### config.mk
export PLATFORM = sky130hd
export DESIGN_NAME = module_bin2bcd_seq
export DESIGN_NICKNAME = d
export VERILOG_FILES = /design/src/rtl/module_bin2bcd_seq.sv
export SDC_FILE = /design/constraint.sdc
export NUM_CORES = 1
export LEC_CHECK = 0
export ABC_CLOCK_PERIOD_IN_PS = 1700
export CORE_MARGIN = 2
export CORE_UTILIZATION = 55
export DETAILED_ROUTE_END_ITERATION = 12
export DONT_BUFFER_PORTS = 1
export GPL_TIMING_DRIVEN = 0
export PLACE_DENSITY = 0.79
export SYNTH_ARGS = -nofsm -noshare
export SYNTH_HDL_FRONTEND = slang
export SYNTH_SLANG_ARGS = --single-unit
### constraint.sdc
create_clock -name clk -period 1.7 [get_ports clk]
set_input_delay 0.255 -clock clk [delete_from_list [all_inputs] [get_ports clk]]
set_output_delay 0.255 -clock clk [all_outputs]
set_load 0.005 [all_outputs]
### src/rtl/module_bin2bcd_seq.sv
// Sequential binary-to-BCD converter (double-dabble, one shift/add-3 step per clock).
// Accepts a two's-complement or unsigned word on start and reports sign plus packed BCD digits.
module module_bin2bcd_seq #(
    parameter int unsigned WIDTH     = 8,
    parameter int unsigned DIGITS    = 3,
    parameter bit          SIGNED_IN = 1'b1
) (
    input  logic                  clk,
    input  logic                  rst,
    input  logic                  start,
    input  logic [WIDTH-1:0]      bin,
    output logic                  busy,
    output logic                  done,
    output logic                  neg,
    output logic [4*DIGITS-1:0]   bcd
);

    localparam int unsigned BcdW = 4 * DIGITS;
    localparam int unsigned CntW = $clog2(WIDTH + 1);

    if ((64'd10 ** DIGITS) < (64'd1 << WIDTH)) begin : g_range_check
        $error("module_bin2bcd_seq: DIGITS too small to represent 2**WIDTH");
    end

    typedef enum logic [1:0] {StIdle, StConv, StDone} state_e;

    state_e              state_q, state_d;
    logic [WIDTH-1:0]    mag_q, mag_d;
    logic [BcdW-1:0]     scratch_q, scratch_d;
    logic [CntW-1:0]     cnt_q, cnt_d;
    logic                neg_int_q, neg_int_d;
    logic [BcdW-1:0]     bcd_q, bcd_d;
    logic                neg_q, neg_d;

    logic [BcdW-1:0]       adj;
    logic [BcdW+WIDTH-1:0] shifted;
    logic                  in_neg;
    logic [WIDTH-1:0]      in_mag;

    // Add-3 correction uses the pre-shift digit values, all digits in parallel.
    always_comb begin
        adj = scratch_q;
        for (int i = 0; i < int'(DIGITS); i++) begin
            if (scratch_q[4*i +: 4] >= 4'd5) begin
                adj[4*i +: 4] = scratch_q[4*i +: 4] + 4'd3;
            end
        end
    end

    assign shifted = {adj, mag_q} << 1;

    // WIDTH-bit negate is exact for the most negative input: it maps to 2**(WIDTH-1) unsigned.
    assign in_neg = SIGNED_IN && bin[WIDTH-1];
    assign in_mag = in_neg ? (~bin + 1'b1) : bin;

    always_comb begin
        state_d   = state_q;
        mag_d     = mag_q;
        scratch_d = scratch_q;
        cnt_d     = cnt_q;
        neg_int_d = neg_int_q;
        bcd_d     = bcd_q;
        neg_d     = neg_q;
        case (state_q)
            StIdle, StDone: begin
                state_d = StIdle;
                if (start) begin
                    state_d   = StConv;
                    mag_d     = in_mag;
                    neg_int_d = in_neg;
                    scratch_d = '0;
                    cnt_d     = '0;
                end
            end
            StConv: begin
                scratch_d = shifted[BcdW+WIDTH-1:WIDTH];
                mag_d     = shifted[WIDTH-1:0];
                cnt_d     = cnt_q + CntW'(1);
                if (cnt_q == CntW'(WIDTH - 1)) begin
                    state_d = StDone;
                    bcd_d   = shifted[BcdW+WIDTH-1:WIDTH];
                    neg_d   = neg_int_q;
                end
            end
            default: state_d = StIdle;
        endcase
    end

    always_ff @(posedge clk) begin
        if (rst) begin
            state_q   <= StIdle;
            mag_q     <= '0;
            scratch_q <= '0;
            cnt_q     <= '0;
            neg_int_q <= 1'b0;
            bcd_q     <= '0;
            neg_q     <= 1'b0;
        end else begin
            state_q   <= state_d;
            mag_q     <= mag_d;
            scratch_q <= scratch_d;
            cnt_q     <= cnt_d;
            neg_int_q <= neg_int_d;
            bcd_q     <= bcd_d;
            neg_q     <= neg_d;
        end
    end

    assign busy = (state_q == StConv);
    assign done = (state_q == StDone);
    assign bcd  = bcd_q;
    assign neg  = neg_q;

endmodule

==> metrics, run 1 <==
ys flop type dfxtp_1; number of synthesis warnings 0; Hold Buf Count CTS 0; top post-synthesis cells by area dfxtp_1 39%, a21oi_1 4.9%, ha_1 4.9%; Post-Place Cells 279; worst hold path type input port to flop; Clock Pin Slew Worst Setup and Hold Paths 0.08 ns; Worst Reg-to-Reg Cells 6; Die Y 64.8 um; CTS Buf Count 5; Pwr Total 1.75 mW; WL final 4420 um; Distinct cells, synth 42; Worst Path Buf+Inv 1; # Max-Cap Violations 0; share of post-route cells with drive strength above 1 14.5%; worst endpoint required time 1.92 ns; startpoint types flop; DR pass1 iterations 4; Crit Path Category flop to flop; RSZ-0062 raised after global routing no; initial DRC count 73; Avg WL per Cell 15.2 um; Root Buffer Master clkbuf_8; Final ANT Viol Nets 0; final clock skew 0.00541 ns; Slew Viols, Final 0; # port buffers 0; Final setup viols 0; VDD IR max 352 uV; num rows 22; Die Span X 64.8 um; vias in the first global route 1745; period utilization 92.2%; # IOs 26; initial cell density of the core 56.3%; area leader, netlist dfxtp_1; Core Footprint 0.00361 mm2; Syn Std Cell Area 0.00203 mm2; Inserted Diodes 0; DR vias/cell 5.91; Least-Margin Pin Slew 0.575 ns; status complete, no violations; grt met2 use 39.2%; count of state elements after synthesis 40; crit-path max FO 5; GP Congestion 0.794; first-pass GRT wire length 7620 um; Leak 0.761 nW; Fin. Hold Viols 0; Hold Crit Depth 2; global route total overflow 0; Max H-tree Level 2; Post-synth ARST share 0%; Residual DRC 0; relative max-transition margin 61.6%; Post-synth EDFFs 0; P per Cell Area 789 mW/mm2; fmax 0.638 GHz; Max stage delay cell, worst path mux2_2; final std cells w/o fill 290; CP Depth 6; top cell type's share of synthesized area 39.4%; Synth Instances 231; cell family with most CP delay multiplexers; Area Overhead vs Synth 9.37%; sequential element share of the synthesized area 39.4%; Clock Path Buffers 2; initial antenna violation count 0; M1 GR Usage 27.3%; fin worst setup slack 0.132 ns; Crit path largest cell delay 0.37 ns; largest net degree at the start of global routing 12; Final #Nets 261; Sink Count 40; crit path time final 1.57 ns; crit end category flop; hpwl dp 3150 um; critical path, cell by cell inv_1, ha_1, nand2b_1, a21oi_2, mux2_2, o22ai_1; Most Used Layer, Global Route met2; pre-CTS WS -0.0567 ns; CTS tree done; Critical Path AT 1.79 ns; gr usage total 23.6%; Syn Nets 250; Die ar. 0.00419 mm2; synthesized area per cell 8.79 um2; met3 Use GR 7.81%; total number of vias 1713; clock latency on the worst-skew pair 0.29 ns
through the flow:
stage | setup TNS, ns | hold WS, ns | cell area [um2] | util (%)
4_1_cts | 0 | 0.125 | 2170 | 60.3
2_1_floorplan | 0 | 0.416 | 2030 | -
5_1_grt | 0 | 0.134 | 2220 | 61.6
3_5_place_dp | -0.0567 | 0.436 | 2090 | 58.0
3_3_place_gp | -0.0609 | 0.418 | 2090 | 58.0
6_report | 0 | 0.141 | 2220 | 61.6
cell usage after synthesis (2+ instances only):
master	instances
a22oi_1	5
inv_1	10
nand2b_1	11
o21ai_0	16
nor3b_1	6
nand3_1	3
a211oi_1	3
mux2_2	6
nor2b_1	3
nand4b_1	6
nor2_2	2
buf_6	3
dfxtp_1	40
mux2i_1	5
a221oi_1	2
nand2_1	7
xnor2_1	5
clkbuf_1	8
ha_1	8
buf_2	4
a21oi_1	20
nand2b_4	2
nor3_1	3
o22ai_1	9
and2_1	2
nor2_1	19
o31ai_1	2
or3_1	7
flip-flops by register name, indices dropped and copies added (netlist names):
| name | flops |
|---|---|
| bcd | 12 |
| cnt_q | 4 |
| mag_q | 8 |
| neg | 1 |
| neg_int_q | 1 |
| scratch_q | 12 |
| state_q | 2 |
power by group:
group / total [mW] / internal (mW) / switching, mW
clock network: 0.595 / 0.279 / 0.316
registers: 0.974 / 0.958 / 0.0160
logic: 0.183 / 0.0717 / 0.112
cell families after synthesis:
logic type / after synthesis / synth area share (%)
AO/OA/AOI/OAI: 65 / 19.7
adder cells (fa/ha/maj): 8 / 4.93
AND/OR/NAND/NOR: 75 / 21.5
multiplexers: 11 / 5.79
XOR/XNOR: 5 / 2.16
buffers and inverters: 27 / 6.53
flip-flops: 40 / 39.4
routing by layer:
layer	up-vias	wire, um
met3	8	247
met4	0	90
met5	-	0
met1	816	1940
met2	42	2150
li1	847	-
cell usage in the layout (no fill, tap or decap), types with 6 or more instances in the layout:
| cell type | instances |
|---|---|
| a21oi_1 | 17 |
| buf_4 | 6 |
| clkbuf_1 | 8 |
| dfxtp_1 | 40 |
| ha_1 | 7 |
| inv_1 | 10 |
| mux2_2 | 6 |
| nand2_1 | 7 |
| nand2b_1 | 11 |
| nand4b_1 | 6 |
| nor2_1 | 19 |
| nor3b_1 | 6 |
| o21ai_0 | 16 |
| o22ai_1 | 9 |
| or3_1 | 7 |
timing repair:
action | 4_1_cts | 5_1_grt
pin swaps | 0 | 1
setup buffers | 0 | 5
gates resized for setup | 1 | 4
setup endpoints to repair | 3 | 11
area by class of cell:
| cell class | instances | area, um2 |
|---|---|---|
| Buffer | 15 | 87.6 |
| Clock buffer | 6 | 72.6 |
| Clock inverter | 1 | 5.00 |
| Fill cell | 320 | 1390 |
| Inverter | 11 | 41.3 |
| Multi-Input combinational cell | 164 | 1120 |
| Sequential cell | 40 | 801 |
| Tap cell | 48 | 60.1 |
| Timing Repair Buffer | 5 | 37.5 |
final timing paths:
path,to,slack [ns],start
worst max register to register,bcd[6]$_SDFFE_PP0P_,0.13,scratch_q[4]$_SDFFE_PP0P_
worst max-delay path,bcd[6]$_SDFFE_PP0P_,0.13,scratch_q[4]$_SDFFE_PP0P_
worst min register to register,neg_int_q$_SDFFE_PP0P_,0.47,neg_int_q$_SDFFE_PP0P_
worst min-delay path,mag_q[0]$_SDFFE_PP0P_,0.14,bin[0]
Note: power is estimated with default switching activity, not from simulation.
==> inputs of run 2 (changes only) <==
CAP_MARGIN = 40   (was not set)
CORE_UTILIZATION = 60   (was 55)
PLACE_DENSITY = 0.85   (was 0.79)
==> metrics, run 2 (synthesis gave the netlist of run 1 again) <==
DR vias/cell 6.01 (was 5.91); Core Footprint 0.00328 mm2 (was 0.00361 mm2); fillers 283 (was 320); Leak 0.754 nW (was 0.761 nW); first-pass GRT wire length 7600 um (was 7620 um); Crit path largest cell delay 0.37 ns (about the same); Worst Path Buf+Inv 1 (unchanged); worst hold path type input port to flop (unchanged); Root Buffer Master clkbuf_4 (was clkbuf_8); share of post-route cells with drive strength above 1 14.8% (was 14.5%); cell family with most CP delay simple AND/OR/NAND/NOR gates (was multiplexers); Slew Viols, Final 0 (unchanged); grt met2 use 41.0% (was 39.2%); commonest non-fill, non-tap cells in the layout 39 x dfxtp_1, 19 x nor2_1, 17 x a21oi_1 (was 40 x dfxtp_1, 19 x nor2_1, 17 x a21oi_1); Area Overhead vs Synth 8.69% (was 9.37%); startpoint types flop (unchanged); P per Cell Area 753 mW/mm2 (was 789 mW/mm2); gr usage total 24.9% (was 23.6%); Die ar. 0.00387 mm2 (was 0.00419 mm2); crit-path max FO 7 (was 5); commonest non-fill, non-tap cell in the layout dfxtp_1 (unchanged); met3 Use GR 5.25% (was 7.81%); # IOs 26 (unchanged); vias in the first global route 1708 (was 1745); crit end category flop (unchanged); total number of vias 1742 (was 1713); hpwl dp 3110 um (was 3150 um); # Max-Cap Violations 0 (unchanged); period utilization 93.3% (was 92.2%); relative max-transition margin 61.6% (about the same); fmax 0.630 GHz (was 0.638 GHz); Max stage delay cell, worst path dfxtp_1 (was mux2_2); global route total overflow 0 (unchanged); num rows 21 (was 22); Avg WL per Cell 15.2 um (about the same); initial cell density of the core 61.8% (was 56.3%); initial DRC count 119 (was 73); Final setup viols 0 (unchanged); reg2reg setup slack 0.11 ns (was 0.13 ns); post-layout util 67.2% (was 61.6%); Most Used Layer, Global Route met2 (unchanged); Die Span X 62.2 um (was 64.8 um); Critical Path AT 1.87 ns (was 1.79 ns); DR pass1 iterations 4 (unchanged); Final ANT Viol Nets 0 (unchanged); Max H-tree Level 2 (unchanged); Clock Pin Slew Worst Setup and Hold Paths 0.11 ns (was 0.08 ns); Inserted Diodes 0 (unchanged); Fin Setup TNS 0 ns (unchanged); crit path time final 1.59 ns (was 1.57 ns); GP Congestion 0.858 (was 0.794); clock latency on the worst-skew pair 0.35 ns (was 0.29 ns); final clock skew 0.00601 ns (was 0.00541 ns); status complete, no violations (unchanged); Least-Margin Pin Slew 0.576 ns (was 0.575 ns); # port buffers 0 (unchanged); VDD IR max 533 uV (was 352 uV); RSZ-0062 raised after global routing no (unchanged); Residual DRC 0 (unchanged); CTS tree done (unchanged); Fin. Hold Viols 0 (unchanged); Crit Path Category flop to flop (unchanged); worst endpoint required time 1.98 ns (was 1.92 ns); Clock Path Buffers 2 (unchanged); CTS Buf Count 5 (unchanged); WL final 4410 um (was 4420 um); Die Y 62.2 um (was 64.8 um); M1 GR Usage 30.7% (was 27.3%); initial antenna violation count 0 (unchanged); largest net degree at the start of global routing 12 (unchanged); Final #Nets 262 (was 261); critical path, cell by cell ha_1, nand3b_1, or3_1, clkbuf_1, o22ai_1 (was inv_1, ha_1, nand2b_1, a21oi_2, mux2_2, o22ai_1); Sink Count 40 (unchanged)
## run 2: cell count changes in the layout (fill, tap and decap cells not counted)
cell      delta
buf_2        -1
buf_4        +1
clkbuf_1     +2
clkbuf_4     +5
clkbuf_8     -4
clkinv_2     -1
dfxtp_1      -1
dfxtp_2      +1
## run 2: metal layers
layer | routed length (um) | vias up
li1 | - | 853
met1 | 1990 | 834
met2 | 2110 | 48
met3 | 222 | 7
met4 | 84 | 0
met5 | 0 | -
## run 2: area by class of cell
class	instances	area (um2)	share of cell area, %
buffer	16	93.8	4.25
inverter	11	41.3	1.87
clock buffer	8	58.8	2.66
multi-input combinational	164	1120	50.6
timing repair buffer	5	37.5	1.70
sequential	40	802	36.3
tap	46	57.6	2.61
## run 2: stage by stage
stage	area (um2)	cells	hold slack [ns]	setup WS (ns)	total power, mW
after global routing	2210	290	0.0710	0.0127	1.74
after global placement	2090	277	0.426	-0.0263	1.17
after detailed placement	2090	277	0.432	-0.0666	1.18
after CTS	2150	285	0.0579	0.0387	1.67
final	2210	290	0.0691	0.113	1.66
after floorplan	2030	231	0.416	0.256	1.13
## run 2: what timing repair did
action | 4_1_cts | 5_1_grt
hold buffers | 0 | 0
pin swaps | 0 | 1
setup endpoints to repair | 1 | 12
resized for setup | 1 | 7
hold endpoints to repair | 0 | 0
setup buffers | 0 | 5
## run 2: power by group
| part | internal (mW) | switching, mW |
|---|---|---|
| clock network | 0.204 | 0.299 |
| registers | 0.959 | 0.0168 |
| logic | 0.0729 | 0.111 |
## run 2: worst paths after layout
| check | from | end | depth (start not counted) |
|---|---|---|---|
| worst max-delay path | cnt_q[1]$_SDFFE_PP0P_ | bcd[10]$_SDFFE_PP0P_ | 5 |
| worst min register to register | neg_int_q$_SDFFE_PP0P_ | neg_int_q$_SDFFE_PP0P_ | 2 |
| worst max register to register | cnt_q[1]$_SDFFE_PP0P_ | bcd[10]$_SDFFE_PP0P_ | 5 |
| worst min-delay path | bin[0] | mag_q[0]$_SDFFE_PP0P_ | 2 |
==> inputs of run 3 (changes only) <==
BUFFER_PORTS_ARGS = -buffer_cell sky130_fd_sc_hd__buf_4   (was not set)
CORE_MARGIN = not set   (was 2)
CORE_UTILIZATION = 57   (was 60)
DONT_BUFFER_PORTS = not set   (was 1)
PLACE_DENSITY = 0.88   (was 0.85)
==> metrics, run 3 (synthesis gave the netlist of run 1 again) <==
status complete, no violations (unchanged); share of post-route cells with drive strength above 1 22.1% (was 14.8%); fmax 0.628 GHz (was 0.630 GHz); startpoint types flop (unchanged); total number of vias 1809 (was 1742); Final #Nets 280 (was 262); final clock skew 0.0100 ns (was 0.00601 ns); worst hold path type input port to flop (unchanged); Fin Setup TNS 0 ns (unchanged); Sink Count 40 (unchanged); commonest non-fill, non-tap cell in the layout dfxtp_1 (unchanged); largest net degree at the start of global routing 20 (was 12); crit-path max FO 4 (was 7); DR pass1 iterations 4 (unchanged); period utilization 93.7% (was 93.3%); Inserted Diodes 0 (unchanged); sequential cell area 802 um2 (unchanged); crit path time final 1.59 ns (about the same); commonest non-fill, non-tap cells in the layout 39 x dfxtp_1, 26 x buf_4, 19 x nor2_1 (was 39 x dfxtp_1, 19 x nor2_1, 17 x a21oi_1); RSZ-0062 raised after global routing no (unchanged); num rows 21 (unchanged); WL final 4540 um (was 4410 um); Critical Path AT 1.87 ns (about the same); Crit Path Category flop to flop (unchanged); Core Footprint 0.00336 mm2 (was 0.00328 mm2); post-layout util 70.9% (was 67.2%); Max H-tree Level 2 (unchanged); relative max-transition margin 61.3% (was 61.6%); Die ar. 0.00381 mm2 (was 0.00387 mm2); Least-Margin Pin Slew 0.581 ns (was 0.576 ns); Residual DRC 0 (unchanged); # IOs 26 (unchanged); Clock Path Buffers 2 (unchanged); GP Congestion 0.880 (was 0.858); initial antenna violation count 0 (unchanged); Die Y 61.7 um (was 62.2 um); DR vias/cell 5.87 (was 6.01); initial cell density of the core 60.4% (was 61.8%); # Max-Cap Violations 0 (unchanged); global route total overflow 0 (unchanged); VDD IR max 567 uV (was 533 uV); Final ANT Viol Nets 0 (unchanged); worst endpoint required time 1.98 ns (about the same); hpwl dp 3110 um (about the same); Fin. Hold Viols 0 (unchanged); initial DRC count 108 (was 119); Area Overhead vs Synth 17.4% (was 8.69%); CTS tree done (unchanged); clock latency on the worst-skew pair 0.35 ns (about the same); crit end category flop (unchanged); Clock Pin Slew Worst Setup and Hold Paths 0.13 ns (was 0.11 ns); # port buffers 22 (was 0); multi-input logic area 0.00113 mm2 (was 0.00112 mm2); fillers 288 (was 283); Leak 0.863 nW (was 0.754 nW); Slew Viols, Final 0 (unchanged); P per Cell Area 758 mW/mm2 (was 753 mW/mm2); vias in the first global route 1605 (was 1708); gr usage total 26.5% (was 24.9%); Hold Buf Count CTS 0 (unchanged); Final setup viols 0 (unchanged); Die Span X 61.7 um (was 62.2 um); first-pass GRT wire length 7340 um (was 7600 um); Avg WL per Cell 14.7 um (was 15.2 um); CTS Buf Count 5 (unchanged); Root Buffer Master clkbuf_4 (unchanged)
## run 3: layout make-up
cell class	instances	share of cell area, %
Timing Repair Buffer	25	7.87
Clock buffer	6	1.73
Buffer	14	3.46
Inverter	11	1.84
Clock inverter	2	1.47
Tap cell	46	2.41
Sequential cell	40	33.6
Multi-Input combinational cell	164	47.6
## run 3: where the power goes
part | internal, mW | total (mW) | leakage, nW | switching (mW)
Combinational | 0.0836 | 0.204 | 0.497 | 0.120
Clock | 0.308 | 0.627 | 0.0422 | 0.318
Sequential | 0.959 | 0.976 | 0.324 | 0.0168
Total | 1.35 | 1.81 | 0.863 | 0.456
## run 3: repair_timing
| action | CTS | global route |
|---|---|---|
| pin swaps | 0 | 2 |
| resized for setup | 1 | 10 |
| setup endpoints to repair | 6 | 16 |
| setup buffers | 0 | 3 |
| endpoints found under the hold margin | 0 | 0 |
## run 3: final timing paths
| kind | startpoint | endpoint | slack [ns] | cells past startpoint |
|---|---|---|---|---|
| worst max register to register | scratch_q[1]$_SDFFE_PP0P_ | bcd[2]$_SDFFE_PP0P_ | 0.11 | 6 |
| worst max-delay path | scratch_q[1]$_SDFFE_PP0P_ | bcd[2]$_SDFFE_PP0P_ | 0.11 | 6 |
| worst min-delay path | bin[6] | mag_q[7]$_SDFFE_PP0P_ | 0.19 | 3 |
| worst min register to register | scratch_q[8]$_SDFFE_PP0P_ | scratch_q[8]$_SDFFE_PP0P_ | 0.49 | 2 |
## run 3: stage by stage
step	worst slack, ns	hold slack, ns	power (mW)	instance area [um2]	instances
finish	0.107	0.188	1.81	2380	308
global route	0.00156	0.183	1.87	2380	308
CTS	0.00216	0.184	1.80	2330	306
detailed placement	-0.0743	0.472	1.20	2250	299
global placement	-0.0228	0.449	1.19	2250	299
floorplan	0.256	0.416	1.13	2030	231
## run 3: per-layer routing
metal | up-vias | GRT usage [%] | part of all wire, %
met5 | - | 0 | 0
met4 | 0 | 7.94 | 1.7
met3 | 9 | 5.25 | 4.1
met2 | 45 | 45.2 | 50
met1 | 865 | 33.8 | 45
li1 | 890 | - | -
## run 3: worst max-delay path: stages, from the launching register on
cell and delay (ns):
dfxtp_1 0.35, inv_1 0.10, ha_1 0.18, nand2b_1 0.17, a21oi_2 0.18, mux2_2 0.39, o22ai_1 0.15
